`config.mk`:
```
export PLATFORM = sky130hd
export DESIGN_NAME = alu_arbiter
export DESIGN_NICKNAME = d
export VERILOG_FILES = /design/src/rtl/alu_arbiter_pkg.sv /design/src/rtl/alu_arbiter_alu.sv /design/src/rtl/alu_arbiter.sv
export SDC_FILE = /design/constraint.sdc
export NUM_CORES = 1
export LEC_CHECK = 0
export ABC_AREA = 1
export CORE_AREA = 2 2 176 178
export DETAILED_ROUTE_END_ITERATION = 12
export DIE_AREA = 0 0 178 180
export PLACE_DENSITY = 0.56
export SLEW_MARGIN = 30
export SYNTH_ARGS = -nofsm -noshare
export SYNTH_HDL_FRONTEND = slang
export SYNTH_SLANG_ARGS = --single-unit
```
`constraint.sdc`:
```
create_clock -name clk -period 4.63 [get_ports clk]
set_clock_uncertainty 0.15 [all_clocks]
set_input_delay 0.926 -clock clk [delete_from_list [all_inputs] [get_ports clk]]
set_output_delay 0.926 -clock clk [all_outputs]
set_load 0.01 [all_outputs]
```
`src/rtl/alu_arbiter_pkg.sv`:
```
// Shared constants for the two-port ALU arbiter: op codes, FSM state encoding
// and the op-code validity check.
package alu_arbiter_pkg;

  localparam logic [3:0] OP_AND = 4'b0000;
  localparam logic [3:0] OP_OR  = 4'b0001;
  localparam logic [3:0] OP_ADD = 4'b0010;
  localparam logic [3:0] OP_SUB = 4'b0110;
  localparam logic [3:0] OP_SLT = 4'b0111;
  localparam logic [3:0] OP_NOR = 4'b1100;

  localparam logic [1:0] ST_IDLE = 2'd0;
  localparam logic [1:0] ST_EXEC = 2'd1;
  localparam logic [1:0] ST_RESP = 2'd2;

  function automatic logic op_supported(input logic [3:0] op);
    case (op)
      OP_AND, OP_OR, OP_ADD, OP_SUB, OP_SLT, OP_NOR: op_supported = 1'b1;
      default:                                       op_supported = 1'b0;
    endcase
  endfunction

endpackage

```
`src/rtl/alu_arbiter_alu.sv`:
```
// Purely combinational ALU shared by both requesters of alu_arbiter.
module alu_arbiter_alu
  import alu_arbiter_pkg::*;
#(
  parameter int WIDTH = 32
) (
  input  logic [3:0]       op,
  input  logic [WIDTH-1:0] x,
  input  logic [WIDTH-1:0] y,
  output logic [WIDTH-1:0] result
);

  always_comb begin
    result = '0;
    case (op)
      OP_AND: result = x & y;
      OP_OR:  result = x | y;
      OP_ADD: result = x + y;
      OP_SUB: result = x - y;
      OP_SLT: result = {{(WIDTH-1){1'b0}}, ($signed(x) < $signed(y))};
      OP_NOR: result = ~(x | y);
      default: result = '0;
    endcase
  end

endmodule

```
`src/rtl/alu_arbiter.sv`:
```
// Two requesters share one ALU; round-robin grant, one transaction in flight,
// FSM IDLE -> EXEC -> RESP -> IDLE.
module alu_arbiter
  import alu_arbiter_pkg::*;
#(
  parameter int WIDTH = 32
) (
  input  logic             clk,
  input  logic             reset,
  input  logic             req0_valid,
  output logic             req0_ready,
  input  logic [3:0]       req0_op,
  input  logic [WIDTH-1:0] req0_x,
  input  logic [WIDTH-1:0] req0_y,
  input  logic             req1_valid,
  output logic             req1_ready,
  input  logic [3:0]       req1_op,
  input  logic [WIDTH-1:0] req1_x,
  input  logic [WIDTH-1:0] req1_y,
  output logic             rsp0_valid,
  input  logic             rsp0_ready,
  output logic [WIDTH-1:0] rsp0_result,
  output logic             rsp0_zero,
  output logic             rsp0_err,
  output logic             rsp1_valid,
  input  logic             rsp1_ready,
  output logic [WIDTH-1:0] rsp1_result,
  output logic             rsp1_zero,
  output logic             rsp1_err,
  output logic [1:0]       fsm_state
);

  // Handshake: a transfer happens on a rising edge where valid and ready are
  // both high; ready never depends on the matching valid's consumer side.
  logic [1:0]       state;
  logic             last_grant;
  logic             grant;
  logic             grant_q;
  logic             accept;
  logic             rsp_fire;
  logic [3:0]       op_q;
  logic [WIDTH-1:0] x_q;
  logic [WIDTH-1:0] y_q;
  logic [WIDTH-1:0] alu_result;
  logic [WIDTH-1:0] exec_result;
  logic             exec_err;
  logic [WIDTH-1:0] result_q;
  logic             zero_q;
  logic             err_q;

  alu_arbiter_alu #(.WIDTH(WIDTH)) u_alu (
    .op     (op_q),
    .x      (x_q),
    .y      (y_q),
    .result (alu_result)
  );

  // A tie goes to the port that did not win last; a lone valid port always wins.
  always_comb begin
    grant = 1'b0;
    if (req0_valid && req1_valid) grant = ~last_grant;
    else if (req1_valid)          grant = 1'b1;
  end

  assign req0_ready = (state == ST_IDLE) && !reset && req0_valid && !grant;
  assign req1_ready = (state == ST_IDLE) && !reset && req1_valid && grant;
  assign accept     = req0_ready || req1_ready;

  assign rsp0_valid = (state == ST_RESP) && !reset && !grant_q;
  assign rsp1_valid = (state == ST_RESP) && !reset && grant_q;
  assign rsp_fire   = (rsp0_valid && rsp0_ready) || (rsp1_valid && rsp1_ready);

  assign exec_err    = !op_supported(op_q);
  assign exec_result = exec_err ? '0 : alu_result;

  always_ff @(posedge clk) begin
    if (reset) begin
      state      <= ST_IDLE;
      last_grant <= 1'b1;
      grant_q    <= 1'b0;
      op_q       <= '0;
      x_q        <= '0;
      y_q        <= '0;
      result_q   <= '0;
      zero_q     <= 1'b0;
      err_q      <= 1'b0;
    end else begin
      case (state)
        ST_IDLE: begin
          if (accept) begin
            grant_q    <= grant;
            last_grant <= grant;
            op_q       <= grant ? req1_op : req0_op;
            x_q        <= grant ? req1_x  : req0_x;
            y_q        <= grant ? req1_y  : req0_y;
            state      <= ST_EXEC;
          end
        end
        ST_EXEC: begin
          result_q <= exec_result;
          zero_q   <= (exec_result == '0);
          err_q    <= exec_err;
          state    <= ST_RESP;
        end
        ST_RESP: begin
          if (rsp_fire) state <= ST_IDLE;
        end
        default: state <= ST_IDLE;
      endcase
    end
  end

  assign rsp0_result = result_q;
  assign rsp0_zero   = zero_q;
  assign rsp0_err    = err_q;
  assign rsp1_result = result_q;
  assign rsp1_zero   = zero_q;
  assign rsp1_err    = err_q;
  assign fsm_state   = state;

endmodule

```
# Yosys cells after proc, flatten, opt, wreduce, memory -nomap -nowiden
# Index checks and enable logic that the tools add are counted.
totals:
  register_bits: 106
  inputBits: 142
  out_inout_bits: 74
  word_cells: 59
classes:
  addsub: 2
  magnitude_cmp: 1
  eq_ne: 9
  muxes: 11
  n_bitwise: 4
  n_reduce_logical: 23
ops:
  columns: ["op", "n"]
  rows:
  - ["32-bit case mux with 6 select lines", 1]
  - ["32-bit two-way mux", 3]
  - ["32-bit adder", 1]
  - ["32-bit AND", 1]
  - ["32-bit zero test", 1]
  - ["32-bit less-than comparator", 1]
  - ["32-bit NOT", 1]
  - ["32-bit bitwise OR", 1]
  - ["32-bit subtractor", 1]
  - ["1-bit logical AND", 11]
  - ["4-bit by 3-bit equality test with 1-bit output (second input constant)", 2]
  - ["2-bit case mux with 3 select lines", 1]
  - ["6-bit OR reduction", 1]
  - ["4-bit by 1-bit equality test with 1-bit output (second input constant)", 1]
  - ["4-bit by 2-bit equality test with 1-bit output (second input constant)", 1]
  - ["4-bit equality test (second input constant)", 1]
  - ["1-bit zero test", 4]
  - ["4-bit zero test", 1]
  - ["2-bit two-way mux", 2]
  - ["4-bit two-way mux", 1]
  - ["2-bit != test (second input constant)", 2]
  - ["2-bit AND reduction", 2]
  - ["1-bit two-way mux", 3]
  - ["2-bit by 1-bit equality test with 1-bit output (second input constant)", 1]
  - ["4 further kinds", 5]

# Logic depth before layout (Yosys ltp)
logic_depth:
  depth_word: 7
  ltp_mapped: 20
  depth_no_buf: 20

# Modules after synthesis
# A second synthesis with hierarchy kept.
hier_totals:
  cells_unflattened: 1861
  hier_area_um2: 11250.8
by_module_without_submodules:
  columns: ["mod", "instances", "cells_per_inst", "area_per_inst_um2", "seq_area_each_um2"]
  rows:
  - ["alu_arbiter_alu", 1, 1308, 6511.2, 0.0]
  - ["alu_arbiter", 1, 553, 4739.5, 2122.0]

# Worst setup path before layout
# OpenSTA, ideal clock, no wires.
synth_timing:
  path_kind: "input port to output port"
  from: "input port req0_valid"
  to: "output port req0_ready"
  arrival_ps: 1785
  path_slack_ps: 1769
  stages: 4
  path_buffers: 1
  path_cell_list: "nand2_1 > nand2_1 > buf_1 > and3_1"
synth_between:
  elab_chain_cells: 4
  elab_cells_between_ends: 5
synth_lines:
  columns: ["item", "line_no", "rtl"]
  rows:
  - ["start: declaration", "alu_arbiter.sv:10", "input logic req0_valid,"]
  - ["1-bit logical AND", "alu_arbiter.sv:61", "if (req0_valid && req1_valid) grant = ~last_grant;"]
  - ["1-bit two-way mux", "alu_arbiter.sv:61", null]
  - ["1-bit zero test", "alu_arbiter.sv:65", "assign req0_ready = (state == ST_IDLE) && !reset && req0_valid && !grant;"]
  - ["1-bit logical AND *", "alu_arbiter.sv:65", null]
  - ["end: declaration", "alu_arbiter.sv:11", "output logic req0_ready,"]
# Every way passes the cells marked *; elsewhere a longest branch is shown, timed or not.

# Final worst setup path
# Ends and elaborated chain as after synthesis.

==> impl_metrics.env <==
export IMPL_status="finished, final reports clean"
export IMPL_min_period_ns=3.71
export IMPL_netlist_top_cells_area="dfxtp_1 19%, nand2_1 12%, ha_1 11%, inv_1 9.0%, nor2_1 7.8%"
export IMPL_antenna_found_initial=0
export IMPL_initial_utilization=0.364
export IMPL_placedCellCount=2302
export IMPL_die_x_um=178
export IMPL_gp_congestion=0.957
export IMPL_grt_max_degree=81
export IMPL_synth_edff_count=0
export IMPL_slowest_delay_ns=0.53
export IMPL_rsz0062_at_grt="no"
export IMPL_min_from="last_grant"
export IMPL_final_cells=2317
export IMPL_hp_class="reg -> reg"
export IMPL_critPathBufInv=2
export IMPL_crit_type="in -> out"
export IMPL_numCtsBuffers=9
export IMPL_clock_fmax_mhz=270
export IMPL_p_int_mw=2.20
export IMPL_p_per_area_nw_per_um2=303
export IMPL_ios=216
export IMPL_worstHoldPathCells=2
export IMPL_crit_arrival_ns=2.63
export IMPL_finalCritPeriodShare=0.801
export IMPL_clock_latency_ns=0.37
export IMPL_viasPerCell=5.19
export IMPL_path_cells="clkdlybuf4s50_1 > nand2_1 > nand2_4 > and3_1 > clkdlybuf4s50_1"
export IMPL_yosysUniqueCellTypes=46
export IMPL_synth_top_cell_area_share=0.193
export IMPL_cts_setup_buffers=0
export IMPL_ant_nets=0
export IMPL_r2r_setup_slack_ns=1.28
export IMPL_reg2regPathDepth=16
export IMPL_post_route_cells_drive_above_1_share=0.0338
export IMPL_cts_hold_fix_buffers=0
export IMPL_drt_iter0_drc=1003
export IMPL_cts_htree_levels=3
export IMPL_core_rowCount=64
export IMPL_power_frac_clock=0.197
export IMPL_fp_dieH_um=180
export IMPL_cp_end_kind="output pin"
export IMPL_async_flop_share=0
export IMPL_vdd_drop_max_mv=0.201
export IMPL_syn_area_um2=11000
export IMPL_yosys_area_top_type="dfxtp_1"
export IMPL_maxSlewHeadroom=0.286
export IMPL_crit_required_ns=3.55
export IMPL_maxCapViolations=0
export IMPL_crit_reg2reg_launch="x_q[15]"
export IMPL_first_pass_iters=9
export IMPL_die_area_um2=32000
export IMPL_finalHoldViolations=0
export IMPL_synth_seq_area_share=0.193
export IMPL_swShare=0.457
export IMPL_cts_root_buf="clkbuf_16"
export IMPL_finalSetupViolCount=0
export IMPL_synth_top_flop_cell="dfxtp_1"
export IMPL_tns_ns=0
export IMPL_power_frac_comb=0.523
export IMPL_leakagePower_nw=6.61
export IMPL_route_detailed_drc=0
export IMPL_drv_slew=0
export IMPL_path_max_fanout=29
export IMPL_worst_pin_slew_ns=1.06
export IMPL_first_global_vias=11200
export IMPL_synth_seq_cells=106
export IMPL_nets=2161
export IMPL_grt_remaining_overflow=0
export IMPL_cts_tree="built"
export IMPL_n_fill_cell=3232
export IMPL_grt_pass1_wl_um=63200
export IMPL_clockBufferDepth=2
export IMPL_routed_wl_um=41400
export IMPL_hpwlAfterDp_um=34100
export IMPL_antenna_cells=0
export IMPL_vias=12000
export IMPL_syn_inst=1793
export IMPL_r2r_end="rsp0_zero"
export IMPL_regArea_um2=2120
export IMPL_switching_power_mw=1.85
export IMPL_crit_top_cell="clkdlybuf4s50_1"
export IMPL_avgSynthCellArea_um2=6.12
export IMPL_portBuffers=215
export IMPL_avgRoutedWirePerCell_um=17.9
export IMPL_clk_pin_slew_ns=0.07
export IMPL_core_area_um2=30200
export IMPL_grtUsageTotal=0.259
export IMPL_cts_sinks=106
export IMPL_seqPwrFrac=0.280
export IMPL_syn_nets=2037
export IMPL_crit_family="buffers and inverters"
export IMPL_hold_path_end="last_grant"
export IMPL_cts_resized=0
export IMPL_start_kind="input port"
export IMPL_yosys_warnings=0
export IMPL_slowest_stage="clkdlybuf4s50_1"
export IMPL_area_delta_synth_final_pct=21.9
export IMPL_multi_input_area_um2=7240
worst reg2reg max path, cell delays in order, from the launching register on:
cell and delay [ns]:
dfxtp_1 0.41, inv_1 0.07, ha_1 0.52, inv_1 0.11, a21oi_1 0.39, o21ai_0 0.23
a21oi_1 0.30, nor2_1 0.07, nor2_1 0.12, nand3_1 0.09, nand2_1 0.07, nor2_1 0.10
nor2_1 0.16, nand2_1 0.08, nor2_1 0.20, nand3_1 0.10, a21oi_1 0.12
cell usage in the layout (no fill, tap or decap), drive strengths merged, types with 2 or more instances in the layout:
| master | synthesis | layout |
|---|---|---|
| inv | 271 | 272 |
| a221oi | 23 | 23 |
| ha | 100 | 100 |
| a21oi | 149 | 149 |
| nand2 | 369 | 369 |
| nor2 | 232 | 232 |
| dfxtp | 106 | 106 |
| clkinv | 0 | 2 |
| mux2i | 68 | 68 |
| buf | 75 | 8 |
| clkdlybuf4s50 | 0 | 215 |
| nor3 | 20 | 20 |
| o21ai | 130 | 130 |
| and2 | 2 | 2 |
| nand3b | 4 | 4 |
| a22o | 2 | 2 |
| o21bai | 4 | 4 |
| or2 | 3 | 3 |
| nand4 | 24 | 24 |
| a211oi | 3 | 3 |
| nand3 | 150 | 150 |
| o211ai | 10 | 10 |
| fa | 2 | 2 |
| clkbuf | 35 | 10 |
per-stage QoR:
stage | hold WS, ns | instance area [µm²] | setup WS, ns | utilization | power [mW]
6_report | 0.338 | 13400 | 0.923 | 0.443 | 4.05
2_1_floorplan | 0.292 | 11000 | 1.77 | - | 2.54
3_5_place_dp | 0.322 | 13100 | 0.914 | 0.434 | 3.23
4_1_cts | 0.344 | 13400 | 0.899 | 0.443 | 4.04
3_3_place_gp | 0.333 | 13100 | 0.897 | 0.434 | 3.21
5_1_grt | 0.367 | 13400 | 0.826 | 0.443 | 4.38
power groups by stage:
| stage | Clock [mW] | Sequential [mW] | Combinational [mW] |
|---|---|---|---|
| after floorplan | 0 | 1.12 | 1.41 |
| after global placement | 0 | 1.15 | 2.06 |
| after detailed placement | 0 | 1.15 | 2.08 |
| after CTS | 0.814 | 1.13 | 2.09 |
| after global routing | 0.852 | 1.15 | 2.37 |
| final | 0.798 | 1.14 | 2.12 |
metal layers:
metal / share of wire / up-vias / GRT usage / wire [µm]
li1: - / 6035 / - / -
met1: 0.50 / 5461 / 0.397 / 20600
met2: 0.40 / 484 / 0.371 / 16800
met3: 0.071 / 48 / 0.0332 / 2960
met4: 0.025 / 0 / 0.0764 / 1040
met5: 0 / - / 0 / 0
cell usage after synthesis, types with 10 or more instances:
cell / count
inv_1: 263
mux2i_1: 68
nand2_1: 358
a221oi_1: 23
ha_1: 100
nor2_1: 227
dfxtp_1: 106
nor3_1: 18
clkbuf_1: 35
o211ai_1: 10
o21ai_0: 124
nand3_1: 148
nand2_2: 10
nand4_1: 24
a21oi_1: 142
buf_2: 11
buf_4: 50
buf_1: 13
flip-flops by register name (all words and copies together), names as in the netlist:
signal / flops
rsp0_result: 32
x_q: 32
y_q: 32
op_q: 4
fsm_state: 2
grant_q: 1
last_grant: 1
rsp0_err: 1
rsp0_zero: 1
how the worst max path moves through the flow:
stage                     from    endpoint  cells past startpoint
floorplan           req0_valid  req0_ready                      4
global placement    req0_valid  req0_ready                      5
detailed placement  req0_valid  req0_ready                      5
CTS                 req0_valid  req0_ready                      5
global route        req0_valid  req0_ready                      5
finish              req0_valid  req0_ready                      5
cells by family (layout without fill, tap and decap cells):
logic type                 after synthesis  after routing  share of synthesized area
AOI/OAI and AO/OA                      329            329                      0.167
xor gates and xnor gates                 1              1                   0.000798
adders and majority gates              102            102                      0.118
buffers and inverters                  381            509                      0.149
DFF                                    106            106                      0.193
muxes                                   68             68                     0.0620
and+or+nand+nor                        806            806                      0.310
cell type report:
cell class              instances  area share
clock inverters                 5     0.00467
repair buffers                223       0.165
clock buffers                  10      0.0171
flip-flops and latches        106       0.159
inverters                     271      0.0761
multi-input cells            1306       0.541
well taps                     396      0.0370
(Power assumes the default switching activity.)
